[src/rtl/fetch_pkg.sv]
//------------------------------------------------------------------------------
// fetch_pkg : shared types, widths and offset helper for the fetch stage
// Revision  : 1.0
//------------------------------------------------------------------------------
`default_nettype none

package fetch_pkg;

  localparam int INSTR_W  = 32;
  localparam int ADDR_W   = 64;
  localparam int B_OFF_W  = 26;
  localparam int CB_OFF_W = 19;

  typedef enum logic [1:0] {
    IDLE = 2'd0,
    REQ  = 2'd1,
    HOLD = 2'd2
  } fetch_state_t;

  // Sign-extend a branch offset (B when is_b, otherwise CB in the low bits)
  // and scale it from words to bytes.
  function automatic logic [ADDR_W-1:0] sext_shl2(input logic [B_OFF_W-1:0] off,
                                                  input logic is_b);
    if (is_b)
      return {{(ADDR_W-B_OFF_W-2){off[B_OFF_W-1]}}, off, 2'b00};
    else
      return {{(ADDR_W-CB_OFF_W-2){off[CB_OFF_W-1]}}, off[CB_OFF_W-1:0], 2'b00};
  endfunction

endpackage

`default_nettype wire

[src/rtl/next_pc_calc.sv]
//------------------------------------------------------------------------------
// next_pc_calc : combinational sequential/branch target selection
// Revision     : 1.0
//------------------------------------------------------------------------------
`default_nettype none

module next_pc_calc
  import fetch_pkg::*;
(
  input  logic [ADDR_W-1:0]  pc,
  input  logic [INSTR_W-1:0] instruction,
  input  logic               BrTaken,
  input  logic               UncondBr,
  output logic [ADDR_W-1:0]  next_pc
);

  logic [B_OFF_W-1:0] w_off_field;
  logic [ADDR_W-1:0]  w_offset;
  logic               w_unused_opcode;

  // CB offset lives at [23:5]; realign it to bit 0 so one helper serves both
  assign w_off_field     = UncondBr ? instruction[B_OFF_W-1:0]
                                    : {{(B_OFF_W-CB_OFF_W){1'b0}}, instruction[23:5]};
  assign w_offset        = sext_shl2(w_off_field, UncondBr);
  assign w_unused_opcode = ^instruction[INSTR_W-1:B_OFF_W];

  always_comb begin
    next_pc = pc + 64'd4;
    if (BrTaken)
      next_pc = pc + w_offset;
  end

endmodule

`default_nettype wire

[src/rtl/instr_fetch.sv]
//------------------------------------------------------------------------------
// instr_fetch : PC owner and instruction memory request/hold stage
// Optional    : FETCH_PERF_CNT_EN adds fetch_count / stall_count
// Revision    : 1.0
//------------------------------------------------------------------------------
`default_nettype none

module instr_fetch
  import fetch_pkg::*;
#(
  parameter logic [ADDR_W-1:0] RESET_PC = 64'h0
) (
  input  logic               clk,
  input  logic               reset,
  input  logic               BrTaken,
  input  logic               UncondBr,
  input  logic               stall,
  output logic               imem_req,
  output logic [ADDR_W-1:0]  imem_addr,
  input  logic               imem_valid,
  input  logic [INSTR_W-1:0] imem_data,
  output logic [INSTR_W-1:0] instruction,
  output logic [ADDR_W-1:0]  pc,
  output logic               instr_valid
`ifdef FETCH_PERF_CNT_EN
  ,
  output logic [31:0]        fetch_count,
  output logic [31:0]        stall_count
`endif
);

  fetch_state_t       r_state;
  fetch_state_t       w_state_next;
  logic [ADDR_W-1:0]  r_fetch_pc;
  logic [ADDR_W-1:0]  r_pc;
  logic [INSTR_W-1:0] r_instruction;
  logic [ADDR_W-1:0]  w_next_pc;
  logic               w_accept;
  logic               w_capture;

  next_pc_calc u_next_pc_calc (
    .pc          (r_pc),
    .instruction (r_instruction),
    .BrTaken     (BrTaken),
    .UncondBr    (UncondBr),
    .next_pc     (w_next_pc)
  );

  always_ff @(posedge clk) begin
    if (!reset)
      r_state <= IDLE;
    else
      r_state <= w_state_next;
  end

  always_comb begin
    w_state_next = r_state;
    imem_req     = 1'b0;
    instr_valid  = 1'b0;
    w_capture    = 1'b0;
    w_accept     = 1'b0;
    unique case (r_state)
      IDLE: w_state_next = REQ;
      REQ: begin
        imem_req  = 1'b1;
        w_capture = imem_valid;
        if (imem_valid)
          w_state_next = HOLD;
      end
      HOLD: begin
        instr_valid = 1'b1;
        w_accept    = ~stall;
        if (!stall)
          w_state_next = REQ;
      end
      default: w_state_next = IDLE;
    endcase
  end

  always_ff @(posedge clk) begin
    if (!reset) begin
      r_fetch_pc    <= RESET_PC;
      r_pc          <= RESET_PC;
      r_instruction <= '0;
    end else begin
      if (w_capture) begin
        r_instruction <= imem_data;
        r_pc          <= r_fetch_pc;
      end
      if (w_accept)
        r_fetch_pc <= w_next_pc;
    end
  end

  assign imem_addr   = r_fetch_pc;
  assign instruction = r_instruction;
  assign pc          = r_pc;

`ifdef FETCH_PERF_CNT_EN
  logic [31:0] r_fetch_count;
  logic [31:0] r_stall_count;

  always_ff @(posedge clk) begin
    if (!reset) begin
      r_fetch_count <= '0;
      r_stall_count <= '0;
    end else begin
      if (w_capture)
        r_fetch_count <= r_fetch_count + 32'd1;
      if (instr_valid && stall)
        r_stall_count <= r_stall_count + 32'd1;
    end
  end

  assign fetch_count = r_fetch_count;
  assign stall_count = r_stall_count;
`endif

endmodule

`default_nettype wire

[config.mk]
export PLATFORM = sky130hd
export DESIGN_NAME = instr_fetch
export DESIGN_NICKNAME = d
export VERILOG_FILES = /design/src/rtl/fetch_pkg.sv /design/src/rtl/next_pc_calc.sv /design/src/rtl/instr_fetch.sv
export SDC_FILE = /design/constraint.sdc
export NUM_CORES = 1
export LEC_CHECK = 0
export CAP_MARGIN = 20
export CELL_PAD_IN_SITES_DETAIL_PLACEMENT = 1
export CELL_PAD_IN_SITES_GLOBAL_PLACEMENT = 1
export CORE_ASPECT_RATIO = 0.5
export CORE_MARGIN = 4
export CORE_UTILIZATION = 41
export DETAILED_ROUTE_END_ITERATION = 10
export PLACE_DENSITY = 0.87
export SLEW_MARGIN = 20
export SYNTH_ARGS = -nofsm -noshare
export SYNTH_HDL_FRONTEND = slang
export SYNTH_SLANG_ARGS = --single-unit
export TNS_END_PERCENT = 10
[constraint.sdc]
create_clock -name clk -period 11.8 [get_ports clk]
set_clock_uncertainty 0.2 [all_clocks]
set_input_delay 3.54 -clock clk [delete_from_list [all_inputs] [get_ports clk]]
set_output_delay 3.54 -clock clk [all_outputs]
set_load 0.005 [all_outputs]
# == Yosys cells after proc, flatten, opt, wreduce, memory -nomap -nowiden ==
# Cells that the tools add are included.
# classes
addsub,2
mul,0
div_mod_pow,0
order_cmp,0
n_eq_ne,4
shifts,0
mux,10
n_bitwise,1
n_reduce_logical,2
# ops
operator,n
2-to-1 mux 64 bit,2
adder 64 x 3 -> 64 bit (second input constant),1
adder 64 bit,1
2-to-1 mux 26 bit,1
case mux 2 bit (3 select lines),1
2-to-1 mux 1 bit,4
2-to-1 mux 2 bit,2
!= test 2 bit (second input constant),2
== test 2 x 1 -> 1 bit (second input constant),1
== test 2 bit (second input constant),1
logical NOT 2 bit,1
AND reduction 2 bit,1
NOT 1 bit,1
# word_totals
ff_bits,162
latch_bits,0
ram_bits,0
mem_bits_ro,0
inputBits,38
output_inout_bits,162
word_cells,23
n_memories,0

# == Depth between registers and ports, before layout ==
# Gate-level depths: netlist of the first run.
# depth
depth_word,4
ltp_mapped,17
depth_no_buf,15

# == Hierarchy ==
# A second synthesis of the first run with hierarchy kept.
# hier_totals
hier_cells,1223
hier_area_um2,10206.0
# by_module_without_submodules
mod,instances,cells_each,area_each_um2,seq_area_each_um2
instr_fetch,1,634,6155.9,3243.1
next_pc_calc,1,589,4050.1,0.0

# == Worst setup path before layout of the first run ==
# OpenSTA, ideal clock, no wires.
# synth_path
path_kind,input to register
from,in UncondBr
to,reg r_fetch_pc[62] (netlist: imem_addr[62])
setup_ns,0.117
t_arrival_ns,7.074
setup_slack_ns,4.408
path_stages,17
n_path_buf,2
cell_sequence,clkbuf_1 nand2b_1 nand2_1 nand2_1 inv_1 ha_1 buf_6 a21o_1 a21o_1 a21oi_2 o211ai_1 a21o_1 o31a_1 or3_1 o2111ai_2 nand3_1 a32o_1
# synth_between
elab_chain_len,4
# synth_lines
item,line,source
"start, declared",instr_fetch.sv:16,"input logic UncondBr,"
2-to-1 mux 26 bit,next_pc_calc.sv:22,assign w_off_field = UncondBr ? instruction[B_OFF_W-1:0]
2-to-1 mux 64 bit (*),fetch_pkg.sv:24,if (is_b)
adder 64 bit (*),next_pc_calc.sv:30,next_pc = pc + w_offset;
2-to-1 mux 64 bit (*),next_pc_calc.sv:29,if (BrTaken)
"end signal, assigned",instr_fetch.sv:91,r_fetch_pc <= w_next_pc;
"end, declared",instr_fetch.sv:34,logic [ADDR_W-1:0] r_fetch_pc;
# Every way passes the cells marked *; elsewhere a longest branch is shown, timed or not.
# A chain may end at the register's enable or synchronous reset.

# == Worst setup path in the final report of the first run ==
# layout_path
from,in UncondBr
to,reg r_fetch_pc[56] (netlist: imem_addr[56])
# The elaborated chain is that of the path after synthesis.

==> results of run 1 <==
-- flip-flops by register name, indices dropped and copies added (netlist names) --
signal and cells:
imem_addr 64, instruction 32, pc 64, r_state 2
-- placed cells by master (no fill, tap or decap), types with 4 or more instances in the layout --
| master | instances |
|---|---|
| nor3_1 | 6 |
| ha_1 | 61 |
| o31ai_1 | 6 |
| nor2_1 | 28 |
| a221o_1 | 5 |
| a21o_1 | 40 |
| dfxtp_1 | 162 |
| a211oi_1 | 5 |
| clkbuf_8 | 4 |
| buf_4 | 7 |
| clkbuf_16 | 17 |
| nand2_1 | 312 |
| o21ai_1 | 9 |
| a31oi_1 | 10 |
| a21boi_0 | 115 |
| inv_1 | 23 |
| a21oi_2 | 4 |
| o21a_1 | 10 |
| and2_1 | 37 |
| and3_1 | 7 |
| xnor2_1 | 27 |
| xor2_1 | 22 |
| nand2b_1 | 9 |
| mux2i_1 | 19 |
| nand4_1 | 22 |
| nor2b_1 | 22 |
| nand3_1 | 12 |
| clkdlybuf4s50_1 | 198 |
| o21bai_1 | 12 |
| o21ai_0 | 71 |
| a21oi_1 | 80 |
| a221oi_1 | 4 |
-- worst reg2reg max path, cell delays in order (launching register included) --
cell	delay [ps]
dfxtp_1	400
nand2b_1	170
nand2_1	90
nand2_1	150
inv_1	110
buf_4	420
ha_1	440
a21o_1	200
a21o_1	160
a21oi_1	120
o21ai_1	160
a221o_1	380
a211o_1	280
a221o_1	400
a21oi_2	250
mux2i_1	210
nand2_1	70
-- layer usage --
metal / wire length (µm) / GRT usage [%] / vias up
met5: 0 / 0 / -
met4: 537 / 5.73 / 0
met3: 1440 / 5.23 / 37
met2: 17100 / 44.0 / 192
met1: 16500 / 34.0 / 4847
li1: - / - / 4767
-- how the worst max path moves through the flow --
stage | from | endpoint | slack [ps]
global placement | UncondBr | imem_addr[56]$_SDFFE_PN0P_ | 3760
global route | BrTaken | imem_addr[63]$_SDFFE_PN0P_ | 3710
detailed placement | UncondBr | imem_addr[56]$_SDFFE_PN0P_ | 3630
floorplan | UncondBr | imem_addr[62]$_SDFFE_PN0P_ | 4410
CTS | UncondBr | imem_addr[56]$_SDFFE_PN0P_ | 4050
finish | UncondBr | imem_addr[56]$_SDFFE_PN0P_ | 3960
-- cells by family (layout without fill, tap and decap cells) --
kind of cell / count (synthesis) / after routing
adder cells (fa/ha/maj): 62 / 62
other: 0 / 2
multiplexers: 21 / 21
flip-flops: 162 / 162
AND/OR/NAND/NOR: 477 / 477
buffers and inverters: 107 / 261
XOR/XNOR: 49 / 49
AO/OA/AOI/OAI: 408 / 408
-- layout make-up --
type	instances	area share (%)
sequential	162	25.6
clock inverter	8	0.602
multi-input combinational	1017	49.9
clock buffer	24	3.88
tap	315	3.11
antenna	2	0.0395
timing repair buffer	206	16.2
inverter	23	0.681
-- where the power goes --
part	total [mW]	switching [mW]	internal (mW)
Combinational	0.106	0.0605	0.0453
Sequential	0.561	0.00767	0.553
Clock	0.555	0.242	0.312
Total	1.22	0.311	0.911
-- per-stage QoR --
stage | std cells | cell area, µm² | hold WS [ps]
global route | 1756 | 12700 | 289
finish | 1757 | 12700 | 270
floorplan | 1286 | 9970 | 255
global placement | 1722 | 12100 | 253
detailed placement | 1723 | 12100 | 263
CTS | 1755 | 12700 | 272
==> flow_summary.yaml, run 1 <==
run_status:
  outcome: "completed"
yosys:
  synth_top_area_share_pct: 32.5
  syn_area_um2: 9970
  netlist_top_cells_area: "dfxtp_1 33%, nand2_1 12%, a21boi_0 8.7%"
  synth_flop_cell: "dfxtp_1"
  ys_warn_count: 0
  yosysTopAreaCell: "dfxtp_1"
  synthSimpleGateAreaFrac_pct: 21.4
  ys_seq_area_share_pct: 32.5
  synth-edff-count: 0
  synth_top_family_by_area: "compound AO/OA/AOI/OAI gates"
  muxShareOfSynthArea_pct: 2.13
  postSynthAreaPerCell_um2: 7.75
  synthTopCellsByCount: "312 x nand2_1, 162 x dfxtp_1, 115 x a21boi_0, 80 x a21oi_1, 71 x o21ai_0"
  synth.most_common_cell: "nand2_1"
  synth_xor_area_share_pct: 4.31
  ys_ff_latch: 162
  synth_compound_area_share_pct: 27.5
  synth-async-reset-ratio_pct: 0
  syn-num-nets: 1386
  synth_fa_ha_area_share_pct: 7.86
  yosysUniqueCellTypes: 73
  synthCells: 1286
clock_tree:
  cts_hold_buf: 0
  cts_buffer_depth: 2
  cts_root_buf: "clkbuf_16"
  post_cts_buffers: 0
  numCtsBuffers: 17
  clk_pin_slew_ps: 60
  clock_latency_ps: 450
  cts_sinks: 162
  cts_tree: "yes"
  cts_max_level: 4
  postCtsResizedCells: 0
setup_path:
  rr_endpoint: "imem_addr[56]$_SDFFE_PN0P_"
  crit_arrival_ps: 7970
  path_class: "input port to flop"
  cp_num_cells: 18
  crit_path_start_kind: "input port"
  cp_max_fo: 36
  crit_top_cell: "nand2_1"
  cp_slowest_cell: "clkdlybuf4s50_1"
  ff2ff_path_depth: 16
  r2r_start: "instruction[23]$_SDFFE_PN0P_"
  path_cells: "clkdlybuf4s50_1 -> buf_4 -> nand2b_1 -> nand2_1 -> nand2_1 -> inv_1 -> buf_4 -> ha_1 -> a21o_1 -> a21o_1 -> a21oi_1 -> o21ai_1 -> a221o_1 -> a211o_1 -> a221o_1 -> a21oi_2 -> mux2i_1 -> nand2_1"
  worstSetupEndpointType: "flop"
  crit_family: "compound AO/OA/AOI/OAI gates"
  critPathBufInv: 4
  r2r_setup_slack_ps: 7450
  cp.required_ps: 11930
  cpPeakStageDelay_ps: 470
place:
  preCtsSetupSlack_ps: 3630
  io_buffers: 199
  routabilityCongestion: 0.920
  place_hpwl_um: 26300
final_layout:
  seq_area_um2: 3240
  multi_input_area_um2: 6320
  nFillCells: 2909
  area_delta_synth_final_pct: 27.2
  fin_nets: 1527
  fin_util_pct: 52.9
  drive_gt1_share_pct: 4.03
min_path:
  hold_depth: 2
  hold_path_startpoint: "instruction[29]$_SDFFE_PN0P_"
  holdPathEnd: "instruction[29]$_SDFFE_PN0P_"
  hold_path.class: "flop to flop"
route:
  via_per_inst: 5.60
  post_drt_wl_per_cell_um: 20.3
  vias: 9843
  wirelength_um: 35700
  drtIter0Drc: 637
  first_pass_iters: 5
  drc_errors: 0
  detail-route-antenna-nets: 0
pwr:
  p_total_mw: 1.22
  ir_worst_vdd_v: 0.0000846
  power.static_leakage_nw: 4.83
  powerDensity_nw_per_um2: 96.4
global_routing:
  antenna_found_initial: 1
  grt_usage_pct: 25.9
  grt_pass1_vias: 10100
  grt_max_degree: 99
  grt_overflow: 0
  grt_pass1_wl_um: 56700
run:
  drv_cap: 0
floorplan:
  die-area_um2: 27000
  die_h_um: 118
  die_w_um: 228
  rows: 40
  io_pins: 200
  coreArea_um2: 24000
  start_util_pct: 41.6
sta:
  finalSetupViolCount: 0
  period_share_pct: 66.4
  slew-limit-headroom_pct: 29.4
  grt_setup_unrepaired: "no"
  timing.fmax_mhz: 128
  finalHoldViolCount: 0
  layout_setup_ws_ps: 3960
  slew_viol_final: 0
  worst_pin_slew_ps: 1060
  tns_ps: 0
  fin_crit_ps: 7840
Note: power is estimated with default switching activity, not from simulation.
==> inputs of run 2 (changes only) <==
- CORE_UTILIZATION: 41 -> 35
- PLACE_DENSITY: 0.87 -> 0.79
- clock period: 11.8 -> 7.2 ns (I/O delays scaled with it)
==> flow_summary.yaml, run 2 (synthesized netlist as in run 1, its figures left out) <==
route:
  first_pass_iters: 5
  post_drt_wl_per_cell_um: 19.6
  via_per_inst: 5.37
  drc_errors: 0
  detail-route-antenna-nets: 0
  wirelength_um: 35900
  drtIter0Drc: 652
  vias: 9819
clock_tree:
  cts_root_buf: "clkbuf_16"
  cts_hold_buf: 0
  cts_max_level: 4
  postCtsResizedCells: 0
  cts_tree: "yes"
  post_cts_buffers: 0
  clock_latency_ps: 460
  clk_pin_slew_ps: 70
  cts_buffer_depth: 2
  cts_sinks: 162
  numCtsBuffers: 17
setup_path:
  crit_arrival_ps: 6480
  worstSetupEndpointType: "flop"
  crit_family: "compound AO/OA/AOI/OAI gates"
  cpPeakStageDelay_ps: 880
  cp_slowest_cell: "clkdlybuf4s50_1"
  critPathBufInv: 3
  cp_max_fo: 26
  crit_path_start_kind: "input port"
  crit_top_cell: "a21o_1"
  path_class: "input port to flop"
  path_cells: "clkdlybuf4s50_1 -> nand2_1 -> inv_1 -> buf_4 -> ha_1 -> a21o_1 -> a31oi_1 -> o211ai_1 -> a21o_1 -> o31a_1 -> or3_1 -> o2111ai_2 -> nand3_1 -> a32o_1"
  cp.required_ps: 7350
floorplan:
  die-area_um2: 31400
  coreArea_um2: 27900
  io_pins: 200
  die_w_um: 247
  die_h_um: 127
  rows: 43
  start_util_pct: 35.8
run_status:
  outcome: "completed"
sta:
  grt_setup_unrepaired: "no"
  slew_viol_final: 0
  fin_crit_ps: 6330
  finalSetupViolCount: 0
  slew-limit-headroom_pct: 40.4
  worst_pin_slew_ps: 894
  tns_ps: 0
  finalHoldViolCount: 0
  timing.fmax_mhz: 158
  period_share_pct: 87.9
final_layout:
  final_common_cell: "nand2_1"
  area_delta_synth_final_pct: 28.6
  fin_nets: 1532
  seq_area_um2: 3240
  fin_area_um2: 12800
  drive_gt1_share_pct: 4.50
  multi_input_area_um2: 6320
  nFillCells: 3408
  final_cell_mix: "312 x nand2_1, 198 x clkdlybuf4s50_1, 162 x dfxtp_1, 115 x a21boi_0, 80 x a21oi_1"
  antenna_cells: 0
global_routing:
  antenna_found_initial: 0
  grt_pass1_vias: 10200
  grt_usage_pct: 23.0
  use_met3_pct: 4.32
  grt_overflow: 0
  grt_pass1_wl_um: 57500
  use_met2_pct: 39.6
  gr-usage-met1_pct: 29.8
  top_usage_layer: "met2"
  grt_max_degree: 104
place:
  routabilityCongestion: 0.930
  place_hpwl_um: 26800
  place_area_um2: 12200
  io_buffers: 199
pwr:
  pwr-share-seq_pct: 44.5
  power_frac_comb_pct: 8.4
  power.static_leakage_nw: 4.88
  powerDensity_nw_per_um2: 161
  clock_power_share_pct: 47.1
  swShare_pct: 25.4
  internal_power_mw: 1.54
  power_switching_mw: 0.524
  ir_worst_vdd_v: 0.000173
min_path:
  hold_path.class: "flop to flop"
run:
  drv_cap: 0
==> run 2: path summary, 6_finish.rpt <==
check	slack [ps]	from	end	cells after the start
setup / recovery	870	BrTaken	imem_addr[62]$_SDFFE_PN0P_	14
hold / removal	270	imem_addr[52]$_SDFFE_PN0P_	imem_addr[52]$_SDFFE_PN0P_	2
setup reg to reg	2960	instruction[23]$_SDFFE_PN0P_	imem_addr[62]$_SDFFE_PN0P_	15
hold reg to reg	270	imem_addr[52]$_SDFFE_PN0P_	imem_addr[52]$_SDFFE_PN0P_	2
==> run 2: area by class of cell <==
| type | count | share of cell area, % |
|---|---|---|
| well taps | 382 | 3.73 |
| clock inverters | 13 | 1.36 |
| inverters | 23 | 0.673 |
| clock buffers | 19 | 3.45 |
| flip-flops and latches | 162 | 25.3 |
| repair buffers | 211 | 16.2 |
| multi-input cells | 1017 | 49.3 |
==> run 2: power groups by stage <==
stage / registers, mW / clock network, mW / logic (mW)
final: 0.919 / 0.973 / 0.173
after CTS: 0.919 / 0.991 / 0.174
after floorplan: 0.936 / 0 / 0.0956
after global routing: 0.920 / 1.03 / 0.190
after global placement: 0.939 / 0 / 0.168
after detailed placement: 0.940 / 0 / 0.173
==> run 2: per-layer routing <==
layer  share of wire, %  vias up  wire [µm]
met5                  0        -          0
met4                1.7        0        597
li1                   -     4775          -
met3                4.1       37       1480
met2                 49      202      17500
met1                 45     4805      16300
==> run 2: per-stage QoR <==
step / instances / hold WS (ps) / total power [mW] / utilization (%) / setup slack, ps
2_1_floorplan: 1286 / 255 / 1.03 / - / 1190
3_3_place_gp: 1795 / 253 / 1.11 / 43.8 / 629
3_5_place_dp: 1795 / 264 / 1.11 / 43.8 / 499
4_1_cts: 1827 / 274 / 2.08 / 46.0 / 949
5_1_grt: 1827 / 301 / 2.14 / 46.0 / 575
6_report: 1827 / 270 / 2.07 / 46.0 / 872
==> run 2: worst register-to-register path, stage by stage, from the launching register on <==
cell,delay [ps]
dfxtp_1,410
nand2b_1,170
nand2_1,90
nand2_1,150
inv_1,340
buf_4,320
ha_1,380
a21o_1,210
a31oi_1,330
o211ai_1,150
a21o_1,190
o31a_1,280
or3_1,370
o2111ai_2,210
nand3_1,100
a32o_1,240
